<file path="config.mk">
export PLATFORM = sky130hd
export DESIGN_NAME = dev_io_uart_flat
export DESIGN_NICKNAME = d
export VERILOG_FILES = /design/src/rtl/pkg_io.sv /design/src/rtl/if_instr_io.sv /design/src/rtl/dev_uart_rx.sv /design/src/rtl/dev_io_uart.sv /design/src/flat_wrapper.sv
export SDC_FILE = /design/constraint.sdc
export NUM_CORES = 1
export LEC_CHECK = 0
export CAP_MARGIN = 20
export CORE_UTILIZATION = 40
export CTS_CLUSTER_DIAMETER = 60
export DETAILED_ROUTE_END_ITERATION = 7
export PLACE_DENSITY_LB_ADDON = 0.12
export SLEW_MARGIN = 10
export SYNTH_ARGS = -nofsm -noshare
export SYNTH_HDL_FRONTEND = slang
export SYNTH_SLANG_ARGS = --single-unit
</file>
<file path="constraint.sdc">
create_clock -name clk -period 2 [get_ports clk]
set_clock_uncertainty 0.05 [all_clocks]
set_input_delay 0.4 -clock clk [delete_from_list [all_inputs] [get_ports clk]]
set_output_delay 0.4 -clock clk [all_outputs]
set_load 0.01 [all_outputs]
</file>
<file path="src/rtl/pkg_io.sv">
// Shared types and constants for the ULM I/O execution unit and its UART.
package pkg_io;

    localparam int unsigned IO_RX_DEPTH = 4;

    typedef enum logic [1:0] {
        IO_NOP,
        IO_PUTC_IMM,
        IO_PUTC_REG,
        IO_GETC
    } io_op_t;

    typedef enum logic [1:0] {
        CTL_IDLE,
        CTL_WAIT_TX,
        CTL_WAIT_RX
    } io_ctl_state_t;

    typedef enum logic [1:0] {
        UART_IDLE,
        UART_START,
        UART_DATA,
        UART_STOP
    } uart_state_t;

endpackage

</file>
<file path="src/rtl/if_instr_io.sv">
// Decoded I/O instruction bundle passed from the decoder to the I/O unit.
interface if_instr_io;
    import pkg_io::*;

    io_op_t     op;
    logic [7:0] char_imm;
    logic [3:0] char_reg;

    modport server (input op, char_imm, char_reg);
    modport client (output op, char_imm, char_reg);
endinterface

</file>
<file path="src/rtl/dev_uart_rx.sv">
// UART receiver: 2-flop synchroniser, mid-bit sampling FSM, 8N1 framing.
module dev_uart_rx
    import pkg_io::*;
#(
    parameter int unsigned CLKS_PER_BIT = 104
) (
    input  logic       clk,
    input  logic       rst,
    input  logic       rx,
    output logic [7:0] rx_byte,
    output logic       rx_valid,
    output logic       rx_frame_err
);

    localparam int unsigned CW = $clog2(CLKS_PER_BIT);
    localparam logic [CW-1:0] CntLast = CW'(CLKS_PER_BIT - 1);
    localparam logic [CW-1:0] CntHalf = CW'(CLKS_PER_BIT / 2 - 1);

    logic [1:0]    sync_q;
    logic          rx_prev_q;
    logic          rx_s;
    uart_state_t   state_q, state_d;
    logic [CW-1:0] cnt_q, cnt_d;
    logic [2:0]    bit_q, bit_d;
    logic [7:0]    shift_q, shift_d;
    logic          ferr_q, ferr_d;

    assign rx_s         = sync_q[1];
    assign rx_byte      = shift_q;
    assign rx_frame_err = ferr_q;

    always_ff @(posedge clk) begin
        if (rst) begin
            sync_q    <= 2'b11;
            rx_prev_q <= 1'b1;
            state_q   <= UART_IDLE;
            cnt_q     <= '0;
            bit_q     <= '0;
            shift_q   <= '0;
            ferr_q    <= 1'b0;
        end else begin
            sync_q    <= {sync_q[0], rx};
            rx_prev_q <= rx_s;
            state_q   <= state_d;
            cnt_q     <= cnt_d;
            bit_q     <= bit_d;
            shift_q   <= shift_d;
            ferr_q    <= ferr_d;
        end
    end

    always_comb begin
        state_d  = state_q;
        cnt_d    = cnt_q + 1'b1;
        bit_d    = bit_q;
        shift_d  = shift_q;
        ferr_d   = 1'b0;
        rx_valid = 1'b0;
        case (state_q)
            UART_IDLE: begin
                cnt_d = '0;
                if (rx_prev_q && !rx_s) state_d = UART_START;
            end
            UART_START: begin
                // Half-bit recheck rejects glitches shorter than half a bit.
                if (cnt_q == CntHalf) begin
                    cnt_d   = '0;
                    bit_d   = '0;
                    state_d = rx_s ? UART_IDLE : UART_DATA;
                end
            end
            UART_DATA: begin
                if (cnt_q == CntLast) begin
                    cnt_d   = '0;
                    shift_d = {rx_s, shift_q[7:1]};
                    if (bit_q == 3'd7) state_d = UART_STOP;
                    else               bit_d   = bit_q + 3'd1;
                end
            end
            UART_STOP: begin
                if (cnt_q == CntLast) begin
                    state_d  = UART_IDLE;
                    rx_valid = rx_s;
                    ferr_d   = !rx_s;
                end
            end
            default: state_d = UART_IDLE;
        endcase
    end

endmodule

</file>
<file path="src/rtl/dev_io_uart.sv">
// I/O execution unit for putc/getc: UART TX, RX buffer and control FSM.
// Define IO_RX_FIFO_EN for a 4-entry RX FIFO instead of a single holding register.
module dev_io_uart
    import pkg_io::*;
#(
    parameter int unsigned CLKS_PER_BIT = 104
) (
    input  logic             clk,
    input  logic             rst,
    input  logic             en,
    if_instr_io.server       instr_io,
    output logic [3:0]       reg_raddr,
    input  logic [63:0]      reg_rdata,
    output logic             reg_we,
    output logic [3:0]       reg_waddr,
    output logic [63:0]      reg_wdata,
    output logic             busy,
    output logic             done,
    output logic             tx,
    input  logic             rx,
    output logic             rx_overrun,
    output logic             rx_frame_err
);

    localparam int unsigned CW = $clog2(CLKS_PER_BIT);
    localparam logic [CW-1:0] CntLast = CW'(CLKS_PER_BIT - 1);

    io_ctl_state_t ctl_q, ctl_d;
    logic [7:0]    char_q, char_d;
    logic [3:0]    waddr_q, waddr_d;
    logic [7:0]    wdata_q, wdata_d;
    logic          we_q, we_d;
    logic          done_q, done_d;
    logic          overrun_q;

    logic          accept, tx_idle, tx_load;
    logic [7:0]    tx_load_byte;
    logic          pop, bypass, push, push_ok, rx_full, rx_avail;
    logic [7:0]    rx_head;
    logic [7:0]    rx_byte;
    logic          rx_valid;
    logic          unused_rdata;

    uart_state_t   tx_state_q, tx_state_d;
    logic [CW-1:0] tx_cnt_q, tx_cnt_d;
    logic [2:0]    tx_bit_q, tx_bit_d;
    logic [7:0]    tx_shift_q, tx_shift_d;

    assign unused_rdata = ^reg_rdata[63:8];
    assign reg_raddr    = instr_io.char_reg;
    assign reg_we       = we_q;
    assign reg_waddr    = waddr_q;
    assign reg_wdata    = {56'b0, wdata_q};
    assign busy         = (ctl_q != CTL_IDLE);
    assign done         = done_q;
    assign rx_overrun   = overrun_q;
    assign accept       = en && (ctl_q == CTL_IDLE) && (instr_io.op != IO_NOP);
    assign tx_idle      = (tx_state_q == UART_IDLE);

    dev_uart_rx #(
        .CLKS_PER_BIT (CLKS_PER_BIT)
    ) u_rx (
        .clk          (clk),
        .rst          (rst),
        .rx           (rx),
        .rx_byte      (rx_byte),
        .rx_valid     (rx_valid),
        .rx_frame_err (rx_frame_err)
    );

    // Control FSM
    always_ff @(posedge clk) begin
        if (rst) begin
            ctl_q   <= CTL_IDLE;
            char_q  <= '0;
            waddr_q <= '0;
            wdata_q <= '0;
            we_q    <= 1'b0;
            done_q  <= 1'b0;
        end else begin
            ctl_q   <= ctl_d;
            char_q  <= char_d;
            waddr_q <= waddr_d;
            wdata_q <= wdata_d;
            we_q    <= we_d;
            done_q  <= done_d;
        end
    end

    always_comb begin
        ctl_d        = ctl_q;
        char_d       = char_q;
        waddr_d      = waddr_q;
        wdata_d      = wdata_q;
        we_d         = 1'b0;
        done_d       = 1'b0;
        tx_load      = 1'b0;
        tx_load_byte = char_q;
        pop          = 1'b0;
        bypass       = 1'b0;
        case (ctl_q)
            CTL_IDLE: begin
                if (accept) begin
                    unique case (instr_io.op)
                        IO_PUTC_IMM, IO_PUTC_REG: begin
                            char_d = (instr_io.op == IO_PUTC_IMM) ? instr_io.char_imm
                                                                  : reg_rdata[7:0];
                            if (tx_idle) begin
                                tx_load      = 1'b1;
                                tx_load_byte = char_d;
                                done_d       = 1'b1;
                            end else begin
                                ctl_d = CTL_WAIT_TX;
                            end
                        end
                        IO_GETC: begin
                            waddr_d = instr_io.char_reg;
                            if (rx_avail) begin
                                pop     = 1'b1;
                                we_d    = 1'b1;
                                wdata_d = rx_head;
                                done_d  = 1'b1;
                            end else begin
                                ctl_d = CTL_WAIT_RX;
                            end
                        end
                        default: ;
                    endcase
                end
            end
            CTL_WAIT_TX: begin
                if (tx_idle) begin
                    tx_load = 1'b1;
                    done_d  = 1'b1;
                    ctl_d   = CTL_IDLE;
                end
            end
            CTL_WAIT_RX: begin
                // A byte completing while we wait goes straight to the register file.
                if (rx_avail) begin
                    pop     = 1'b1;
                    we_d    = 1'b1;
                    wdata_d = rx_head;
                    done_d  = 1'b1;
                    ctl_d   = CTL_IDLE;
                end else if (rx_valid) begin
                    bypass  = 1'b1;
                    we_d    = 1'b1;
                    wdata_d = rx_byte;
                    done_d  = 1'b1;
                    ctl_d   = CTL_IDLE;
                end
            end
            default: ctl_d = CTL_IDLE;
        endcase
    end

    // RX buffer
    assign push    = rx_valid && !bypass;
    assign push_ok = push && (!rx_full || pop);

`ifdef IO_RX_FIFO_EN
    logic [7:0] mem_q [IO_RX_DEPTH];
    logic [1:0] wptr_q, rptr_q;
    logic [2:0] rx_cnt_q;

    assign rx_full  = (rx_cnt_q == 3'(IO_RX_DEPTH));
    assign rx_avail = (rx_cnt_q != 3'd0);
    assign rx_head  = mem_q[rptr_q];

    always_ff @(posedge clk) begin
        if (push_ok) mem_q[wptr_q] <= rx_byte;
    end

    always_ff @(posedge clk) begin
        if (rst) begin
            wptr_q   <= '0;
            rptr_q   <= '0;
            rx_cnt_q <= '0;
        end else begin
            if (push_ok) wptr_q <= wptr_q + 2'd1;
            if (pop)     rptr_q <= rptr_q + 2'd1;
            rx_cnt_q <= rx_cnt_q + {2'b0, push_ok} - {2'b0, pop};
        end
    end
`else
    logic [7:0] hold_q;
    logic       hold_vld_q;

    assign rx_full  = hold_vld_q;
    assign rx_avail = hold_vld_q;
    assign rx_head  = hold_q;

    always_ff @(posedge clk) begin
        if (rst) begin
            hold_q     <= '0;
            hold_vld_q <= 1'b0;
        end else begin
            if (push_ok) hold_q <= rx_byte;
            hold_vld_q <= push_ok || (hold_vld_q && !pop);
        end
    end
`endif

    always_ff @(posedge clk) begin
        if (rst) overrun_q <= 1'b0;
        else     overrun_q <= overrun_q || (push && !push_ok);
    end

    // TX FSM
    always_ff @(posedge clk) begin
        if (rst) begin
            tx_state_q <= UART_IDLE;
            tx_cnt_q   <= '0;
            tx_bit_q   <= '0;
            tx_shift_q <= '0;
        end else begin
            tx_state_q <= tx_state_d;
            tx_cnt_q   <= tx_cnt_d;
            tx_bit_q   <= tx_bit_d;
            tx_shift_q <= tx_shift_d;
        end
    end

    always_comb begin
        tx_state_d = tx_state_q;
        tx_cnt_d   = tx_cnt_q + 1'b1;
        tx_bit_d   = tx_bit_q;
        tx_shift_d = tx_shift_q;
        tx         = 1'b1;
        case (tx_state_q)
            UART_IDLE: begin
                tx_cnt_d = '0;
                if (tx_load) begin
                    tx_state_d = UART_START;
                    tx_shift_d = tx_load_byte;
                end
            end
            UART_START: begin
                tx = 1'b0;
                if (tx_cnt_q == CntLast) begin
                    tx_cnt_d   = '0;
                    tx_bit_d   = '0;
                    tx_state_d = UART_DATA;
                end
            end
            UART_DATA: begin
                tx = tx_shift_q[0];
                if (tx_cnt_q == CntLast) begin
                    tx_cnt_d   = '0;
                    tx_shift_d = {1'b0, tx_shift_q[7:1]};
                    if (tx_bit_q == 3'd7) tx_state_d = UART_STOP;
                    else                  tx_bit_d   = tx_bit_q + 3'd1;
                end
            end
            UART_STOP: begin
                if (tx_cnt_q == CntLast) tx_state_d = UART_IDLE;
            end
            default: tx_state_d = UART_IDLE;
        endcase
    end

endmodule

</file>
<file path="src/flat_wrapper.sv">
// flat-port wrapper written by rule: the top's interface ports become plain ports
module dev_io_uart_flat import pkg_io::*;
#(
    parameter int unsigned CLKS_PER_BIT = 104
)
  (clk, rst, en, reg_raddr, reg_rdata, reg_we, reg_waddr, reg_wdata, busy, done, tx, rx, rx_overrun, rx_frame_err, instr_io_op, instr_io_char_imm, instr_io_char_reg);
  if_instr_io instr_io_i ();
  input  logic clk;
  input  logic rst;
  input  logic en;
  output logic [3:0] reg_raddr;
  input  logic [63:0] reg_rdata;
  output logic reg_we;
  output logic [3:0] reg_waddr;
  output logic [63:0] reg_wdata;
  output logic busy;
  output logic done;
  output logic tx;
  input  logic rx;
  output logic rx_overrun;
  output logic rx_frame_err;
  input wire logic [$bits(instr_io_i.op)-1:0] instr_io_op;
  input wire logic [$bits(instr_io_i.char_imm)-1:0] instr_io_char_imm;
  input wire logic [$bits(instr_io_i.char_reg)-1:0] instr_io_char_reg;
  assign instr_io_i.op = instr_io_op;
  assign instr_io_i.char_imm = instr_io_char_imm;
  assign instr_io_i.char_reg = instr_io_char_reg;
  dev_io_uart #(.CLKS_PER_BIT(CLKS_PER_BIT)) u_core (.clk(clk), .rst(rst), .en(en), .instr_io(instr_io_i), .reg_raddr(reg_raddr), .reg_rdata(reg_rdata), .reg_we(reg_we), .reg_waddr(reg_waddr), .reg_wdata(reg_wdata), .busy(busy), .done(done), .tx(tx), .rx(rx), .rx_overrun(rx_overrun), .rx_frame_err(rx_frame_err));
endmodule
</file>
==> metrics.md, run 1 <==
| Metric | Value |
|---|---|
| Total congestion overflow | `0` |
| Slowest stage delay, CP | `around 0.54 ns` |
| Worst-Margin Slew | `around 0.53 ns` |
| R2R setup slack | `approximately 0.067 ns` |
| Die W | `about 100 um` |
| Core area | `0.00991 sq mm` |
| Synth cell count leaders | `dfxtp_1, buf_4, nor2_1` |
| Area share of the leading cell type in the synthesized netlist | `a little under two fifths` |
| Arrival time worst endpoint | `1.48 ns` |
| Top-count cell post-synth | `dfxtp_1` |
| Routed Antenna Nets | `0` |
| Crit path capture type | `output pin` |
| Clock Path Buffers | `2` |
| Reg2Reg Depth | `6` |
| Kind of critical path | `flip-flop to output pin` |
| Endpoints failing setup | `0` |
| Initial core utilization | `42.0%` |
| Synth Area in Compound Gates | `16.4%` |
| Worst hold path class | `input port to flip-flop` |
| Outcome | `complete, no violations` |
| Drt total wl | `8.82 mm` |
| Simple-gate share of the synthesized area | `16.4%` |
| Final Max Tran Viols | `0` |
| Dpl hpwl | `about 6.4 mm` |
| Worst-path cell chain | `nor2_2 -> inv_1 -> clkdlybuf4s50_1` |
| Pin count of the biggest net entering global routing | `21` |
| First-pass GRT wire length | `15.1 mm` |
| Cell taking the most area after synthesis | `dfxtp_1` |
| Pwr Total | `4.22 mW` |
| Clk slew on worst S/H paths | `0.08 ns` |
| Final nets | `640` |
| Initial DRC count | `approximately 120` |
| Port bufs | `47` |
| #FFs+latches synth | `78` |
| Via count of the first global-routing pass | `~3,200` |
| Avg Inst Size Synth | `around 9 sq um` |
| Reg-to-Reg End | `u_core.u_rx.bit_q[0]` |
| Peak VDD IR | `0.000741 V` |
| Area delta synth->final | `24.5%` |
| Mux share of post-synthesis cell area | `8.90%` |
| Crit Path Max Fanout | `7` |
| Synth Area in Adders | `4.21%` |
| Critical path depth | `3` |
| Minimum clock period | `1.93 ns` |
| Drt pass-1 iters | `5` |
| Tot GR Track Use | `17.4%` |
| WP data required | `1.55 ns` |
| Placed cells | `roughly 670` |
| Clock root buffer | `clkbuf_8` |
| Die Y | `between 100 and 150 um` |
| Max Cap Viol | `0` |
| Critical-path top delay cell | `clkdlybuf4s50_1` |
| Hold Fails Final Rpt | `0` |
| Leak Pwr | `2.04 nW` |
| Critical path buffers and inverters | `2` |
| Post-synthesis xor/xnor area fraction | `1.89%` |
| Via density per instance | `4.91` |
| Row Count | `36` |
| CTS tree | `built` |
| Yosys cell types | `58` |
| ANT cells | `0` |
| Slew HR | `64.5%` |
| Per-cell routed wire length | `13.0 um` |
| CTS HTree Levels | `3` |
| Primary flip-flop cell chosen by synthesis mapping | `dfxtp_1` |
| Via count of the routed design | `3,344` |
| Ports | `160` |
| Syn Inst Count | `roughly 460` |
| Routability congestion estimate | `0.811` |
| DIE AREA | `0.0108 sq mm` |
| Largest delay contributor family on the critical path | `buffers and inverters` |
| Detailed-route DRC error count | `0` |
| Worst-skew pair later-pin latency | `0.37 ns` |
| EDFF count, synth | `0` |
| CTS Buf Count | `9` |
| End of the critical path | `busy` |
| Critical Path Start Type | `flip-flop` |
| Max Clk Rate | `about 0.52 GHz` |
| Mapped Area | `about 0.0042 sq mm` |
| Crit path from | `u_core.ctl_q[0]` |
| Total number of yosys warnings | `0` |
| Critical register-to-register path startpoint | `u_core.u_rx.bit_q[0]` |
| Final cell count without fillers | `681` |
| Ys async rst share | `0%` |
| Sequential area share after synthesis | `37.5%` |
| PD cells | `815 mW/mm^2` |
| Synth top area cells | `dfxtp_1, buf_4, mux2i_1, ha_1, nor2_1` |
| Clock sink count | `78` |
| Initial antenna violation count | `0` |
| CTS Hold Buffers Added | `0` |
| Main combinational cell family by area after synthesis | `compound AO/OA/AOI/OAI gates` |
| Fin crit share | `96.6%` |
| Share of layout cells above drive strength 1 | `about a fifth` |
-- how the worst min path moves through the flow --
| stage | from | cells past startpoint | slack [ns] | endpoint |
|---|---|---|---|---|
| 2_1_floorplan | u_core.u_rx.sync_q[0] | 1 | 0.34 | u_core.u_rx.sync_q[1] |
| 4_1_cts | rst | 2 | 0.32 | u_core.tx_cnt_q[2] |
| 5_1_grt | rst | 2 | 0.35 | u_core.tx_shift_q[3] |
| 3_3_place_gp | u_core.u_rx.sync_q[0] | 1 | 0.35 | u_core.u_rx.sync_q[1] |
| 6_report | rst | 2 | 0.34 | u_core.tx_shift_q[3] |
| 3_5_place_dp | u_core.u_rx.sync_q[0] | 1 | 0.35 | u_core.u_rx.sync_q[1] |
-- placed cells by master (no fill, tap or decap), types with 3 or more instances in the layout --
master,instances
dfxtp_2,4
inv_1,9
a32oi_1,3
a211o_1,7
inv_2,3
nor2b_1,3
ha_1,9
nand3_1,16
nor2_1,44
nand4b_1,3
nand2b_1,4
dfxtp_1,74
a211oi_1,11
nand2_1,32
a311oi_2,3
a311oi_1,13
a21oi_1,31
ha_2,3
mux2i_1,37
buf_12,4
clkbuf_8,12
nor3_1,3
xnor2_1,5
conb_1,56
xor2_1,4
clkdlybuf4s50_1,43
or2_2,3
o22ai_1,3
buf_4,47
-- worst reg2reg max path: cells and delay by family, from the launching register on --
kind	cells	cell delay, ns
AO/OA/AOI/OAI	1	0.13
adder cells (fa/ha/maj)	2	0.35
AND/OR/NAND/NOR	3	1.00
flip-flops	1	0.33
-- registers in the layout (all words and copies together), names as in the netlist, 2 cells and up, named ones only --
register             count
u_core.u_rx.rx_byte      8
u_core.reg_waddr         4
u_core.wdata_q           8
u_core.tx_shift_q        8
u_core.char_q            8
u_core.u_rx.cnt_q        7
u_core.u_rx.sync_q       2
u_core.hold_q            8
u_core.tx_state_q        2
u_core.ctl_q             2
u_core.u_rx.bit_q        3
u_core.tx_cnt_q          7
u_core.tx_bit_q          3
-- power by group --
group | internal, mW | total (mW) | switching (mW)
Clock | 0.670 | 1.25 | 0.575
Sequential | 1.66 | 1.73 | 0.0648
Combinational | 0.571 | 1.25 | 0.681
Total | 2.90 | 4.22 | 1.32
-- cell families after synthesis --
group,count (synthesis)
mux,37
xor+xnor,9
fa+ha+maj,14
compound gates,95
buf+inv,98
other cells,1
simple gates,132
flops,78
-- metal layers --
layer	global-route usage, %	vias to the layer above	wire length, um
met5	0	-	0
met4	6.63	0	154
met3	5.01	15	367
met2	28.0	83	4050
met1	21.8	1563	4250
li1	-	1683	-
-- layout make-up --
cell class	count	area, sq um
Tap cell	133	166
Timing Repair Buffer	99	910
Clock inverter	3	42.5
Multi-Input combinational cell	343	2280
Inverter	13	48.8
Clock buffer	12	165
Sequential cell	78	1570
Fill cell	948	4730
-- metrics by stage --
stage	area (sq um)	setup TNS (ns)	utilization [%]	hold WS (ns)	setup WS [ns]
2_1_floorplan	4370	0	-	0.339	0.101
4_1_cts	5110	0	51.6	0.318	0.000744
3_3_place_gp	4880	-10.28	49.3	0.348	-0.385
5_1_grt	5180	-0.00636	52.3	0.350	-0.00636
3_5_place_dp	4880	-11.79	49.3	0.348	-0.426
6_report	5180	0	52.3	0.336	0.0673
-- what timing repair did --
item | 4_1_cts | 5_1_grt
pin swaps | 3 | 3
resized for setup | 10 | 23
endpoints found under the setup margin | 7 | 17
buffers inserted | 0 | 1
No activity file was read; power rests on OpenSTA's default activity.
==> run 2, diff against run 1 <==
--- a/config.mk
+++ b/config.mk
@@ -6,7 +6,11 @@
 export NUM_CORES = 1
 export LEC_CHECK = 0
 export CAP_MARGIN = 20
-export CORE_UTILIZATION = 40
+export CELL_PAD_IN_SITES_DETAIL_PLACEMENT = 1
+export CELL_PAD_IN_SITES_GLOBAL_PLACEMENT = 2
+export CORE_MARGIN = 2
+export CORE_UTILIZATION = 23
+export CTS_BUF_LIST = sky130_fd_sc_hd__clkbuf_8
 export CTS_CLUSTER_DIAMETER = 60
 export DETAILED_ROUTE_END_ITERATION = 7
 export PLACE_DENSITY_LB_ADDON = 0.12
==> metrics.md, run 2 (same netlist as run 1, synthesis figures left out) <==
| Metric | Value |
|---|---|
| Max Clk Rate | `roughly 0.52 GHz` |
| Sequential standard cell area | `0.00157 sq mm` |
| Final nets | `652` |
| Per-cell routed wire length | `14.3 um` |
| Hold Fails Final Rpt | `0` |
| Detailed-route DRC error count | `0` |
| Peak VDD IR | `0.000445 V` |
| Pin count of the biggest net entering global routing | `25` |
| Clock root buffer | `clkbuf_8` |
| Kind of critical path | `flip-flop to flip-flop` |
| Worst-skew pair later-pin latency | `0.36 ns` |
| Fin crit share | `96.5%` |
| Core area | `0.0178 sq mm` |
| Area delta synth->final | `29.6%` |
| Die Y | `139 um` |
| Critical Path Start Type | `flip-flop` |
| Drt pass-1 iters | `4` |
| CTS HTree Levels | `3` |
| WP data required | `2.24 ns` |
| Row Count | `49` |
| Dpl hpwl | `between 8 and 9 mm` |
| Die W | `139 um` |
| Via count of the first global-routing pass | `between 3,000 and 4,000` |
| Initial DRC count | `~150` |
| DIE AREA | `0.0192 sq mm` |
| Worst hold path class | `flip-flop to flip-flop` |
| PD cells | `786 mW/mm^2` |
| Arrival time worst endpoint | `2.17 ns` |
| Multi-input gate area | `0.00229 sq mm` |
| Commonest non-fill, non-tap cell in the layout | `dfxtp_1` |
| Clock Path Buffers | `2` |
| Outcome | `complete, no violations` |
| Routability congestion estimate | `0.713` |
| CTS Buf Count | `9` |
| RSZ-0062 raised after global routing | `false` |
| Final instance area | `roughly 0.0054 sq mm` |
| Drt total wl | `11.3 mm` |
| Total congestion overflow | `0` |
| Crit Path Max Fanout | `3` |
| Endpoints failing setup | `0` |
| CTS tree | `built` |
| Final Max Tran Viols | `0` |
| Clk slew on worst S/H paths | `0.08 ns` |
| Leak Pwr | `2.11 nW` |
| First-pass GRT wire length | `roughly 18 mm` |
| Hold WS | `0.372 ns` |
| Minimum clock period | `1.93 ns` |
| Filler cell count | `between 2,000 and 2,500` |
| Initial antenna violation count | `0` |
| Max Cap Viol | `0` |
| Initial core utilization | `between 20% and 30%` |
| Clock sink count | `78` |
| ANT cells | `0` |
| Placed cell areas | `between 0.005 and 0.006 sq mm` |
| Port bufs | `47` |
| Via count of the routed design | `around 3,500` |
| Via density per instance | `4.38` |
| Most frequent cells in the layout | `dfxtp_1, buf_4, conb_1, nor2_1, clkdlybuf4s50_1` |
| Crit path capture type | `flip-flop` |
| Share of layout cells above drive strength 1 | `around a fifth` |
| Routed Antenna Nets | `0` |
| Ports | `160` |
| Tot GR Track Use | `a little under an eighth` |
[run 2: cell types whose count changed in the layout (fill, tap and decap cells not counted), moves of 2 or more]
cell,delta
inv_1,+4
clkbuf_8,-2
nor2_2,-2
buf_4,+10
[run 2: per-layer routing]
| metal | track usage, % | up-vias | wire length, um |
|---|---|---|---|
| li1 | - | 1713 | - |
| met1 | 14.3 | 1678 | 5090 |
| met2 | 21.2 | 59 | 5710 |
| met3 | 3.00 | 8 | 347 |
| met4 | 3.38 | 0 | 118 |
| met5 | 0 | - | 0 |
[run 2: report_power, final]
part	internal, mW	switching, mW
Sequential	1.66	0.0690
Combinational	0.591	0.727
Clock	0.598	0.598
[run 2: worst max-delay path, cell delays in order (launching register included)]
cell and delay, ns:
dfxtp_2 0.33, ha_2 0.18, ha_2 0.18, nand2b_1 0.13
or4_4 0.42, or4_4 0.43, a21oi_2 0.14
[run 2: layout make-up]
class | count | share of cell area (%)
multi-input cells | 343 | 42.5
flip-flops and latches | 78 | 29.0
repair buffers | 111 | 18.7
well taps | 229 | 5.31
clock buffers | 10 | 2.55
clock inverters | 6 | 1.02
inverters | 13 | 0.904
[run 2: worst paths after layout]
path | from | to | slack, ns | cells past startpoint
max reg2reg | u_core.u_rx.bit_q[0] | u_core.u_rx.bit_q[0] | 0.07 | 6
max | u_core.u_rx.bit_q[0] | u_core.u_rx.bit_q[0] | 0.07 | 6
min reg2reg | u_core.u_rx.sync_q[0] | u_core.u_rx.sync_q[1] | 0.37 | 1
min | u_core.u_rx.sync_q[0] | u_core.u_rx.sync_q[1] | 0.37 | 1
[run 2: per-stage QoR]
stage	util (%)	setup slack, ns	power (mW)	cells	setup TNS, ns
3_5_place_dp	28.4	-0.478	3.01	770	-15.34
3_3_place_gp	28.4	-0.417	3.00	770	-13.38
6_report	30.2	0.0695	4.24	790	0
4_1_cts	29.8	0.00952	4.28	789	0
2_1_floorplan	-	0.101	2.55	519	0
5_1_grt	30.2	0.00870	4.54	790	0
[run 2: repair_timing]
| action | in CTS | in global routing |
|---|---|---|
| hold endpoints to repair | 0 | 0 |
| endpoints found under the setup margin | 27 | 30 |
| gates resized for setup | 16 | 20 |
| buffers inserted | 1 | 1 |
| pin swaps | 4 | 4 |
| gates cloned | 2 | 0 |
| hold buffers | 0 | 0 |
==> run 3, diff against run 2 <==
--- a/config.mk
+++ b/config.mk
@@ -5,7 +5,6 @@
 export SDC_FILE = /design/constraint.sdc
 export NUM_CORES = 1
 export LEC_CHECK = 0
-export CAP_MARGIN = 20
 export CELL_PAD_IN_SITES_DETAIL_PLACEMENT = 1
 export CELL_PAD_IN_SITES_GLOBAL_PLACEMENT = 2
 export CORE_MARGIN = 2
@@ -13,6 +12,7 @@
 export CTS_BUF_LIST = sky130_fd_sc_hd__clkbuf_8
 export CTS_CLUSTER_DIAMETER = 60
 export DETAILED_ROUTE_END_ITERATION = 7
+export GPL_ROUTABILITY_DRIVEN = 1
 export PLACE_DENSITY_LB_ADDON = 0.12
 export SLEW_MARGIN = 10
 export SYNTH_ARGS = -nofsm -noshare
==> results of run 3 <==
No change in the layout: final DEF, timing and power equal those of run 2.
